## config.mk

```make
export PLATFORM = sky130hd
export DESIGN_NAME = ahb_uart_dbg_master
export DESIGN_NICKNAME = d
export VERILOG_FILES = /design/src/rtl/ahb_uart_dbg_master.sv
export SDC_FILE = /design/constraint.sdc
export NUM_CORES = 1
export LEC_CHECK = 0
export ABC_AREA = 1
export BUFFER_PORTS_ARGS = -buffer_cell sky130_fd_sc_hd__buf_2
export CAP_MARGIN = 20
export CORE_MARGIN = 3
export CORE_UTILIZATION = 33
export CTS_BUF_LIST = sky130_fd_sc_hd__clkbuf_4 sky130_fd_sc_hd__clkbuf_8 sky130_fd_sc_hd__clkbuf_16
export DETAILED_ROUTE_END_ITERATION = 10
export HOLD_SLACK_MARGIN = 0.03
export REMOVE_ABC_BUFFERS = 1
export SYNTH_ARGS = -nofsm -noshare
export SYNTH_HDL_FRONTEND = slang
export SYNTH_SLANG_ARGS = --single-unit
```

## constraint.sdc

```tcl
create_clock -name clk -period 1.3 [get_ports clk]
set_input_delay 0.26 -clock clk [delete_from_list [all_inputs] [get_ports clk]]
set_output_delay 0.26 -clock clk [all_outputs]
set_load 0.03 [all_outputs]
```

## src/rtl/ahb_uart_dbg_master.sv

```systemverilog
// ahb_uart_dbg_master: UART byte-stream to AHB single-word debug master.
// The host sends 'W' + addr[4] + data[4] or 'R' + addr[4], MSB first. The block
// performs one NONSEQ SINGLE word transfer and replies with 'K', four read bytes,
// or 'E' for any non-OKAY response.
// Optional: define AHB_UART_DBG_TIMEOUT_EN to abandon a partial command after
// TIMEOUT_CYCLES idle cycles and reply 'T'.
module ahb_uart_dbg_master #(
   parameter int unsigned TIMEOUT_CYCLES = 1000000,
   parameter logic [3:0]  HPROT_VAL      = 4'b0011
) (
   input  logic        clk,
   input  logic        rst,
   input  logic [7:0]  rx_data,
   input  logic        rx_valid,
   output logic        rx_ready,
   output logic [7:0]  tx_data,
   output logic        tx_valid,
   input  logic        tx_ready,
   output logic        hbusreq,
   input  logic        hgrant,
   output logic [31:0] haddr,
   output logic [1:0]  htrans,
   output logic [2:0]  hsize,
   output logic [2:0]  hburst,
   output logic [3:0]  hprot,
   output logic        hwrite,
   output logic [31:0] hwdata,
   output logic        hmasterlock,
   input  logic        hready,
   input  logic [31:0] hrdata,
   input  logic [1:0]  hresp,
   output logic        busy
);

   typedef enum logic [2:0] {
      S_IDLE, S_ADDR, S_DATA, S_REQ, S_APH, S_DPH, S_RESP
   } state_t;

   localparam logic [7:0] CMD_W   = 8'h57;
   localparam logic [7:0] CMD_R   = 8'h52;
   localparam logic [7:0] REP_OK  = 8'h4B;
   localparam logic [7:0] REP_ERR = 8'h45;
   localparam logic [7:0] REP_TO  = 8'h54;
   localparam logic [1:0] HTRANS_IDLE   = 2'b00;
   localparam logic [1:0] HTRANS_NONSEQ = 2'b10;
   localparam logic [1:0] HRESP_OKAY    = 2'b00;

   state_t      state, state_nxt;
   logic [7:0]  cmd;
   logic [1:0]  byte_cnt;
   logic [31:0] addr;
   logic [31:0] wdata;
   logic [31:0] reply_sr;
   logic [2:0]  reply_cnt;
   logic        is_write;
   logic        rx_fire;
   logic        tx_fire;
   logic        timeout_hit;

   assign is_write    = (cmd == CMD_W);
   assign rx_fire     = rx_valid && rx_ready;
   assign tx_fire     = tx_valid && tx_ready;

   // Address low bits are forced to zero: only word transfers are issued.
   assign haddr       = {addr[31:2], 2'b00};
   assign hwdata      = wdata;
   assign hsize       = 3'b010;
   assign hburst      = 3'b000;
   assign hprot       = HPROT_VAL;
   assign hmasterlock = 1'b0;

`ifdef AHB_UART_DBG_TIMEOUT_EN
   logic [31:0] to_cnt;

   // Inter-byte idle counter: runs only while collecting command bytes.
   always_ff @(posedge clk) begin
      if (rst)
         to_cnt <= '0;
      else if ((state == S_ADDR || state == S_DATA) && !rx_fire && !timeout_hit)
         to_cnt <= to_cnt + 32'd1;
      else
         to_cnt <= '0;
   end

   assign timeout_hit = (state == S_ADDR || state == S_DATA) &&
                        (to_cnt == 32'(TIMEOUT_CYCLES - 1));
`else
   logic timeout_unused;
   assign timeout_hit    = 1'b0;
   assign timeout_unused = ^TIMEOUT_CYCLES;
`endif

   // State register.
   always_ff @(posedge clk) begin
      // NOTE: sequential state uses non-blocking assignments so every flop samples pre-edge values.
      if (rst)
         state <= S_IDLE;
      else
         state <= state_nxt;
   end

   // Next-state decode.
   always_comb begin
      // NOTE: default assignment first so no path leaves state_nxt unassigned (no latch).
      state_nxt = state;
      case (state)
         S_IDLE: if (rx_fire && (rx_data == CMD_W || rx_data == CMD_R)) state_nxt = S_ADDR;
         S_ADDR: begin
            if (timeout_hit)                    state_nxt = S_RESP;
            else if (rx_fire && byte_cnt == 2'd3) state_nxt = is_write ? S_DATA : S_REQ;
         end
         S_DATA: begin
            if (timeout_hit)                    state_nxt = S_RESP;
            else if (rx_fire && byte_cnt == 2'd3) state_nxt = S_REQ;
         end
         S_REQ:  if (hgrant && hready) state_nxt = S_APH;
         S_APH: begin
            if (hready)       state_nxt = S_DPH;
            else if (!hgrant) state_nxt = S_REQ;
         end
         S_DPH:  if (hready) state_nxt = S_RESP;
         S_RESP: if (tx_fire && reply_cnt == 3'd1) state_nxt = S_IDLE;
         default: state_nxt = S_IDLE;
      endcase
   end

   // Output decode; rx_ready is also held low while reset is asserted.
   always_comb begin
      rx_ready = 1'b0;
      tx_valid = 1'b0;
      tx_data  = 8'h00;
      hbusreq  = 1'b0;
      htrans   = HTRANS_IDLE;
      hwrite   = 1'b0;
      busy     = (state != S_IDLE);
      case (state)
         S_IDLE, S_ADDR, S_DATA: rx_ready = !rst && !timeout_hit;
         S_REQ:  hbusreq = 1'b1;
         S_APH: begin
            // Losing the grant while the bus is stalled withdraws the request.
            htrans = (hgrant || hready) ? HTRANS_NONSEQ : HTRANS_IDLE;
            hwrite = is_write;
         end
         S_RESP: begin
            tx_valid = 1'b1;
            tx_data  = reply_sr[31:24];
         end
         default: ;
      endcase
   end

   // Command capture, AHB response capture and reply shifting.
   always_ff @(posedge clk) begin
      if (rst) begin
         cmd       <= '0;
         byte_cnt  <= '0;
         addr      <= '0;
         wdata     <= '0;
         reply_sr  <= '0;
         reply_cnt <= '0;
      end else begin
         case (state)
            S_IDLE: if (rx_fire) begin
               cmd      <= rx_data;
               byte_cnt <= '0;
            end
            S_ADDR, S_DATA: begin
               if (timeout_hit) begin
                  byte_cnt  <= '0;
                  reply_sr  <= {REP_TO, 24'h0};
                  reply_cnt <= 3'd1;
               end else if (rx_fire) begin
                  if (state == S_ADDR) addr  <= {addr[23:0], rx_data};
                  else                 wdata <= {wdata[23:0], rx_data};
                  byte_cnt <= byte_cnt + 2'd1;
               end
            end
            // hresp is judged only on the hready=1 cycle; the first ERROR cycle is ignored.
            S_DPH: if (hready) begin
               if (hresp != HRESP_OKAY) begin
                  reply_sr  <= {REP_ERR, 24'h0};
                  reply_cnt <= 3'd1;
               end else if (is_write) begin
                  reply_sr  <= {REP_OK, 24'h0};
                  reply_cnt <= 3'd1;
               end else begin
                  reply_sr  <= hrdata;
                  reply_cnt <= 3'd4;
               end
            end
            S_RESP: if (tx_fire) begin
               reply_sr  <= {reply_sr[23:0], 8'h00};
               reply_cnt <= reply_cnt - 3'd1;
            end
            default: ;
         endcase
      end
   end

endmodule

```

# Word level (Yosys, flattened, before mapping)
# Index checks and enable logic that the tools add are counted.
# op_classes
n_eq_ne	21
addsub	2
bitwise_logic	1
n_mux	30
n_reduce_logical	22
# ops
op	n
$mux W32	4
$pmux W32 S2	1
$mux W3	12
$eq A8 B7 Y1 const B	3
$pmux W3 S7	1
$ne A2 B2 Y1 const B	9
$reduce_and A3 Y1	4
$eq A3 B3 Y1 const B	3
$mux W2	4
$mux W8	1
$reduce_and A7 Y1	1
$eq A3 B1 Y1 const B	2
$eq A3 B2 Y1 const B	2
$logic_and A1 B1 Y1	6
$pmux W3 S2	1
$reduce_bool A2 Y1	3
$mux W1	5
$pmux W2 S2	1
$logic_not A3 Y1	1
$ne A3 B3 Y1 const B	1
$reduce_bool A3 Y1	1
$reduce_or A3 Y1	1
$sub A3 B1 Y3 const B	1
$add A2 B1 Y2 const B	1
other kinds (6)	7
# totals
word_cells	83
regBits	112
inputBits	48

# Depth between registers and ports, before layout
# Gate-level depths: netlist of run 1.
# depth
word_depth	7
ltp_mapped	10
ltp_nobuf	10

# Worst setup path before layout of run 1
# No wires, ideal clock.
# synth_timing
kind	flip-flop to flip-flop
startpoint	reg state[0]
endpoint	reg state[1]
setup_slack_ns	-0.367
arrival_time_ns	1.554
stages_incl_launch_ff	11
synth_period_minus_slack_ns	1.667
n_path_buf	1
required_ns	1.187
cell_sequence	dfxtp_1 > buf_4 > nand2_2 > nor2_1 > inv_1 > nand3_1 > nand2_1 > nand3_2 > nand2_1 > nand2_1 > nor2_1
# synth_via
elab_chain_len	7
# synth_lines
item	line_no	text
start, declared	48	state_t state, state_nxt;
start signal, assigned	99	state <= state_nxt;
$eq A3 B1 Y1, or another cell as far along	106, 136	
$reduce_or A3 Y1	136	case (state)
$mux W1	136	
$logic_and A1 B1 Y1	61	assign rx_fire = rx_valid && rx_ready;
$logic_and A1 B1 Y1 (on tied branches)	110, 114, 107	
$ne A2 B2 Y1 (no line)	--	
$reduce_and A7 Y1 (no line)	--	
# Several ways; a longest one is shown, not always the timed one.
# A chain may end at the register's enable or synchronous reset.

# Worst setup path after layout of run 1
# layout_timing
startpoint	reg state[2]
endpoint	out tx_data[0]
# layout_via
elab_chain_len	2
# layout_lines
item	line_no	text
$eq A3 B3 Y1	136	
$mux W8	136	
end, declared	16	output logic [7:0] tx_data,
# No other way between the ends.

==> results of run 1 <==
-- final cells by class --
type                       instances  area [um2]  share of cell area (%)
multi-input combinational        426        3000                    37.4
sequential                       112        2260                    28.2
timing repair buffer             220        1950                    24.3
tap                              184         230                    2.87
inverter                          53         229                    2.85
clock buffer                       9         225                    2.81
clock inverter                     7        90.1                    1.12
timing repair inverter             3        38.8                   0.483
antenna                            1        2.50                  0.0312
-- sequential cells by signal (all words and copies together) (netlist names) --
signal     count
reply_sr      32
byte_cnt       2
hwdata        32
reply_cnt      3
state          3
addr          32
cmd            8
-- cell usage after synthesis (2+ instances only) --
library cell    n
nand3_2         2
inv_1          47
nor2_4          3
buf_4          48
o21ai_1         7
nand4_1         4
a21oi_1        95
o21ai_0        71
o211ai_1        3
dfxtp_1       112
nand2_1        55
ha_1            3
nand2_2         3
conb_1          2
inv_2           5
nor3_1          8
nand3_1        28
clkbuf_1       15
buf_6           4
nand3_4         2
nor2_1        118
buf_2          17
-- worst paths after layout --
| check | to | slack, ns | from |
|---|---|---|---|
| setup / recovery | tx_data[0] | -0.43 | state[2] |
| hold / removal | reply_sr[28] | 0.15 | hrdata[28] |
| setup reg to reg | reply_sr[3] | -0.39 | state[2] |
| hold reg to reg | cmd[1] | 0.47 | cmd[1] |
-- report_power, final --
group / leakage [nW] / switching (mW) / total (mW) / internal (mW)
clock: 0.147 / 1.41 / 2.94 / 1.54
sequential: 0.910 / 0.201 / 3.88 / 3.67
combinational: 2.35 / 1.62 / 2.76 / 1.13
-- tightest hold or removal path: stages --
cell     delay (ns)
buf_2          0.09
a21oi_2        0.05
nor2_1         0.08
-- metal layers --
layer  global-route usage [%]  wire length [um]  vias up
met3                     3.03               658       29
met2                     27.9              7730      129
met5                        0                 0        -
met1                     23.2              6860     2329
met4                     6.30               399        0
li1                         -                 -     2453
-- what timing repair did --
action                                  CTS  global route
endpoints found under the hold margin     0             0
endpoints found under the setup margin  124           128
buffers inserted                         29            12
cloned                                   13             5
pin swaps                                76            49
gates resized for setup                 279           126
-- metrics by stage --
stage          cells  hold WS (ns)
6_report        1015         0.148
2_1_floorplan    590         0.329
4_1_cts         1006         0.128
3_3_place_gp     949         0.452
3_5_place_dp     949         0.455
5_1_grt         1015         0.145
-- cell families after synthesis --
kind of cell | after synthesis | synth area share [%]
buffers and inverters | 139 | 15.2
adders and majority gates | 3 | 0.753
other | 2 | 0.151
DFF | 112 | 45.0
xor gates and xnor gates | 1 | 0.176
AOI/OAI and AO/OA | 179 | 18.3
and+or+nand+nor | 228 | 20.4
-- placed cells by master, fill, tap and decap left out, drive strengths merged, types with 4 or more instances in the layout --
cell type / n
dfxtp: 112
nor3: 9
nand2: 59
clkbuf: 16
o21ai: 78
conb: 14
buf: 213
a21oi: 95
clkinvlp: 4
nand4: 4
inv: 55
nor2: 123
nand3: 33
==> metrics.md, run 1 <==
| Metric | Value |
|---|---|
| Status | complete, but fails checks |
| Failing checks | setup timing |
| Wire length per cell | between 15 and 20 um |
| Die ar. | around 0.017 mm2 |
| Reg clk slew, reported paths | about 0.080 ns |
| Final hold violation count | 0 |
| First-pass DRT Iterations | 4 |
| Critical Path AT | approximately 1.5 ns |
| CP Class | flop to primary output |
| Total Power | approximately 9.6 mW |
| Detailed Route WL | between 15 and 20 mm |
| Final min period | approximately 1.7 ns |
| Layout area overhead | 61.1% |
| Ports | ~140 |
| Post-synth top area share | 45.0% |
| Synth Warn # | 0 |
| Share of layout cells above drive strength 1 | a little under three fifths |
| Buf/Inv on CP | 3 |
| PwrDens | between 1000 and 1500 mW/mm2 |
| Nets | about 880 |
| Leak | roughly 3.4 nW |
| First-pass GRT wire length | 23.3 mm |
| Largest net degree at the start of global routing | 34 |
| DRC violations left | 0 |
| Hold depth | 3 |
| Synth area leaders | dfxtp_1 45%, a21oi_1 9.5%, nor2_1 8.9% |
| H-tree Lvls | 3 |
| CP max stage delay | roughly 0.38 ns |
| Clock root buffer | clkbuf_16 |
| Total grt overflow | 0 |
| Post-synth EDFFs | 0 |
| TritonCTS clock tree | built |
| DIE HEIGHT | between 100 and 150 um |
| TritonCTS buffer count | 9 |
| PortBufs | 123 |
| Yosys cell types | 34 |
| DP Worst Slack | -0.256 ns |
| R2R depth | 10 |
| Synth area leader | dfxtp_1 |
| Async set or reset register ratio after synthesis | 0% |
| Cells after Synth | roughly 660 |
| RePlAce Congestion | roughly 0.85 |
| Worst vdd ir | roughly 0.00076 V |
| Placed cell area | approximately 0.0058 mm2 |
| Via-to-Cell Ratio | 4.87 |
| Initial DRC Count | between 200 and 250 |
| Skew-Pair Late Insertion Delay | about 0.36 ns |
| Design Area, Final | 0.00803 mm2 |
| Commonest register cell after synthesis | dfxtp_1 |
| Crit path max-delay cell type | dfxtp_4 |
| Synth Area per Inst | 7.51 um2 |
| Die Wd | roughly 130 um |
| Final Max Slew Viols | 0 |
| Number of synthesized register bits | 112 |
| Worst hold path type | input pin to flop |
| Startpoint types | flop |
| Cell Rows | 44 |
| Crit-path cells | nand2_4, nor2_8, buf_12, clkinvlp_4, nor2_1, buf_4 |
| Worst Clk Skew | 0.00963 ns |
| Core Util, Final | between 50% and 60% |
| Cell area after synthesis | approximately 0.005 mm2 |
| Final setup margin | -0.435 ns |
| Delay-heaviest family, CP | buffers and inverters |
| Core area | 0.0146 mm2 |
| Initial core utilization | between 30% and 40% |
| Seq/Total Area, Yosys | between 40 and 50% |
| Hpwl dp | around 9 mm |
| RSZ-0062 raised after global routing | yes |
| Clock tree sinks | between 100 and 150 |
| Final Setup Violations | 126 |
| Initial antenna violation count | 1 |
| CP required | roughly 1.0 ns |
| Post-CTS Hold Fix Bufs | 0 |
| Filler cells | 1289 |
| Final TNS setup | -32.78 ns |
| Antenna viol nets, final | 0 |
| Final worst-path cycle share | 133% |
| Via Count | between 4000 and 5000 |
| Crit path depth | 6 |
| CP max FO | 4 |
| Vias in the first global route | 4672 |
| CTS Buffer Depth | 2 |
| Fmax | just under 0.6 GHz |
| Gr usage total | 17.3% |
| Crit path capture type | primary output |
| Number of max-cap violations | 0 |
No activity file was read; power rests on OpenSTA's default activity.
==> run 2, diff against run 1 <==
==> constraint.sdc (replaced) <==
create_clock -name clk -period 2 [get_ports clk]
set_input_delay 0.4 -clock clk [delete_from_list [all_inputs] [get_ports clk]]
set_output_delay 0.4 -clock clk [all_outputs]
set_load 0.03 [all_outputs]
==> run 2 against run 1 <==
  * The run now ends clean
  * Via count down 15%
  * Combinational power fell by 64%
  * Sequential share of layout area grew 10 points
  * Total power decreased by 45%
  * Worst setup slack better by 0.53 ns
  * Worst hold slack better by 0.14 ns
  * Largest cell class is now registers
  * Largest power group unchanged
==> metrics.md, run 2 (synthesized netlist as in run 1, its figures left out) <==
| Metric | Value |
|---|---|
| WL met2 | 5.44 mm (-30%) |
| Via-to-Cell Ratio | 4.53 (-7.0%) |
| Initial core utilization | 34.0% (unchanged) |
| First-pass DRT Iterations | 4 (unchanged) |
| Most frequent cells in the layout | 115 x nor2_1, 114 x buf_2, 109 x dfxtp_1 |
| Placed cell area | 0.00545 mm2 (-6.2%) |
| Core area | 0.0146 mm2 (unchanged) |
| Die ar. | 0.0166 mm2 (unchanged) |
| Final TNS setup | 0 ns (+32.78 ns) |
| Vias in the first global route | 3807 (-19%) |
| Worst hold path type | input pin to flop |
| Antenna viol nets, final | 0 (unchanged) |
| Final hold violation count | 0 (unchanged) |
| Total grt overflow | 0 (unchanged) |
| Setup crit start | state[2] |
| Cell Rows | 44 (unchanged) |
| H-tree Lvls | 3 (unchanged) |
| Initial antenna violation count | 0 (-1) |
| Crit path capture type | primary output |
| Startpoint types | flop |
| Leak | 2.67 nW (-22%) |
| Routed wl met3 | 428 um (-35%) |
| Final Setup Violations | 0 (-100%) |
| PwrDens | 908 mW/mm2 (-24%) |
| ANT cells | 0 (-1) |
| CP Class | flop to primary output |
| Initial DRC Count | 234 (-2.5%) |
| Filler cells | 1541 (+20%) |
| Detailed Route WL | 11.9 mm (-24%) |
| Nets | 789 (-9.9%) |
| RePlAce Congestion | 0.789 (-7.5%) |
| PortBufs | 123 (unchanged) |
| Hpwl dp | 8.22 mm (-6.2%) |
| Design Area, Final | 0.00582 mm2 (-27%) |
| Clock root buffer | clkbuf_16 |
| Layout area overhead | 16.8% |
| Critical Path AT | 1.51 ns (+0.04 ns) |
| Fmax | 0.524 GHz |
| Worst Clk Skew | 0.00824 ns (-0.00138 ns) |
| Final min period | between 1.5 and 2 ns |
| Via Count | 4198 (-15%) |
| Final worst-path cycle share | a little over nine tenths |
| Largest net degree at the start of global routing | 53 (+56%) |
| TritonCTS buffer count | 9 (unchanged) |
| Worst vdd ir | 0.000426 V (-44%) |
| DRC violations left | 0 (unchanged) |
| Final Max Slew Viols | 0 (unchanged) |
| Placed insts | 909 (-4.2%) |
| Ports | 138 (unchanged) |
| Gr usage total | 14.0% (-3.3 points) |
| TritonCTS clock tree | built |
| Skew-Pair Late Insertion Delay | 0.35 ns (about the same) |
| Non-filler cells, final | 927 (-8.7%) |
| DR top layer | met4 |
| CTS Buffer Depth | 2 (unchanged) |
| Die Wd | 129 um (unchanged) |
| Final setup margin | 0.0918 ns (+0.526 ns) |
| Clock tree sinks | 112 (unchanged) |
| Wire length per cell | 12.8 um (-17%) |
| Wl on met1 | 5.86 mm (-15%) |
| Worst hold path startpoint | hrdata[29] |
| Status | finished clean |
| DP Worst Slack | 0.117 ns (+0.373 ns) |
| R2R Path Start | state[2] |
| First-pass GRT wire length | 18.9 mm (-19%) |
| Number of max-cap violations | 0 (unchanged) |
| Reg clk slew, reported paths | 0.08 ns (about the same) |
| DIE HEIGHT | 129 um (unchanged) |
| RSZ-0062 raised after global routing | no |
| Share of layout cells above drive strength 1 | 24.4% (-31 points) |
| CP required | 1.60 ns (+0.56 ns) |
| Commonest non-fill, non-tap cell in the layout | nor2_1 |
| CP max FO | 14 (+10) |
[run 2: changes by cell type in the layout (fill, tap and decap cells not counted), moves of 20 or more]
cell     delta
nand2_1    +23
a21oi_2    -58
nor2_2     -20
nor2_1     +49
o21ai_2    -25
buf_6      -32
buf_4      -26
o21ai_0    +41
nor2_4     -29
a21oi_1    +61
[run 2: final timing paths]
kind / endpoint / slack (ns) / cells after the start
max reg2reg: reply_sr[28] / 0.25 / 10
min: reply_sr[29] / 0.29 / 3
min reg2reg: hwdata[23] / 0.46 / 2
max: tx_data[7] / 0.09 / 7
[run 2: power breakdown]
group          internal [mW]  switching, mW  total (mW)  leakage (nW)
Clock                  0.908          0.888        1.80         0.143
Combinational          0.287          0.702       0.989          1.62
Sequential              2.39          0.117        2.51         0.907
Total                   3.58           1.71        5.29          2.67
[run 2: what timing repair did]
item,in CTS,in global routing
pin swaps,1,1
setup endpoints to repair,12,9
hold buffers,0,0
buffers inserted,2,0
resized for setup,14,7
[run 2: routing by layer]
layer	vias up	GRT usage [%]
met1	1873	19.3
met4	0	4.51
met2	69	22.2
met3	9	2.78
met5	-	0
li1	2247	-
[run 2: worst max-delay path: stages, from the launching register on]
cell and delay, ns:
dfxtp_2 0.34, buf_6 0.12, nand2_4 0.06, nor2_8 0.11, clkinvlp_4 0.11, buf_12 0.15, nor2_1 0.09, buf_4 0.17
[run 2: through the flow]
stage               total power [mW]  utilization, %  hold slack (ns)
floorplan                       3.21               -            0.431
global placement                3.53            37.2            0.448
detailed placement              3.53            37.2            0.451
CTS                             5.35            39.7            0.274
global route                    5.56            39.8            0.285
finish                          5.29            39.8            0.286
[run 2: cell type report]
class,count,area [um2],share of cell area (%)
Clock buffer,10,239,4.10
Clock inverter,6,58.8,1.01
Inverter,53,205,3.52
Multi-Input combinational cell,425,2040,35.1
Sequential cell,112,2250,38.6
Tap cell,184,230,3.95
Timing Repair Buffer,137,797,13.7
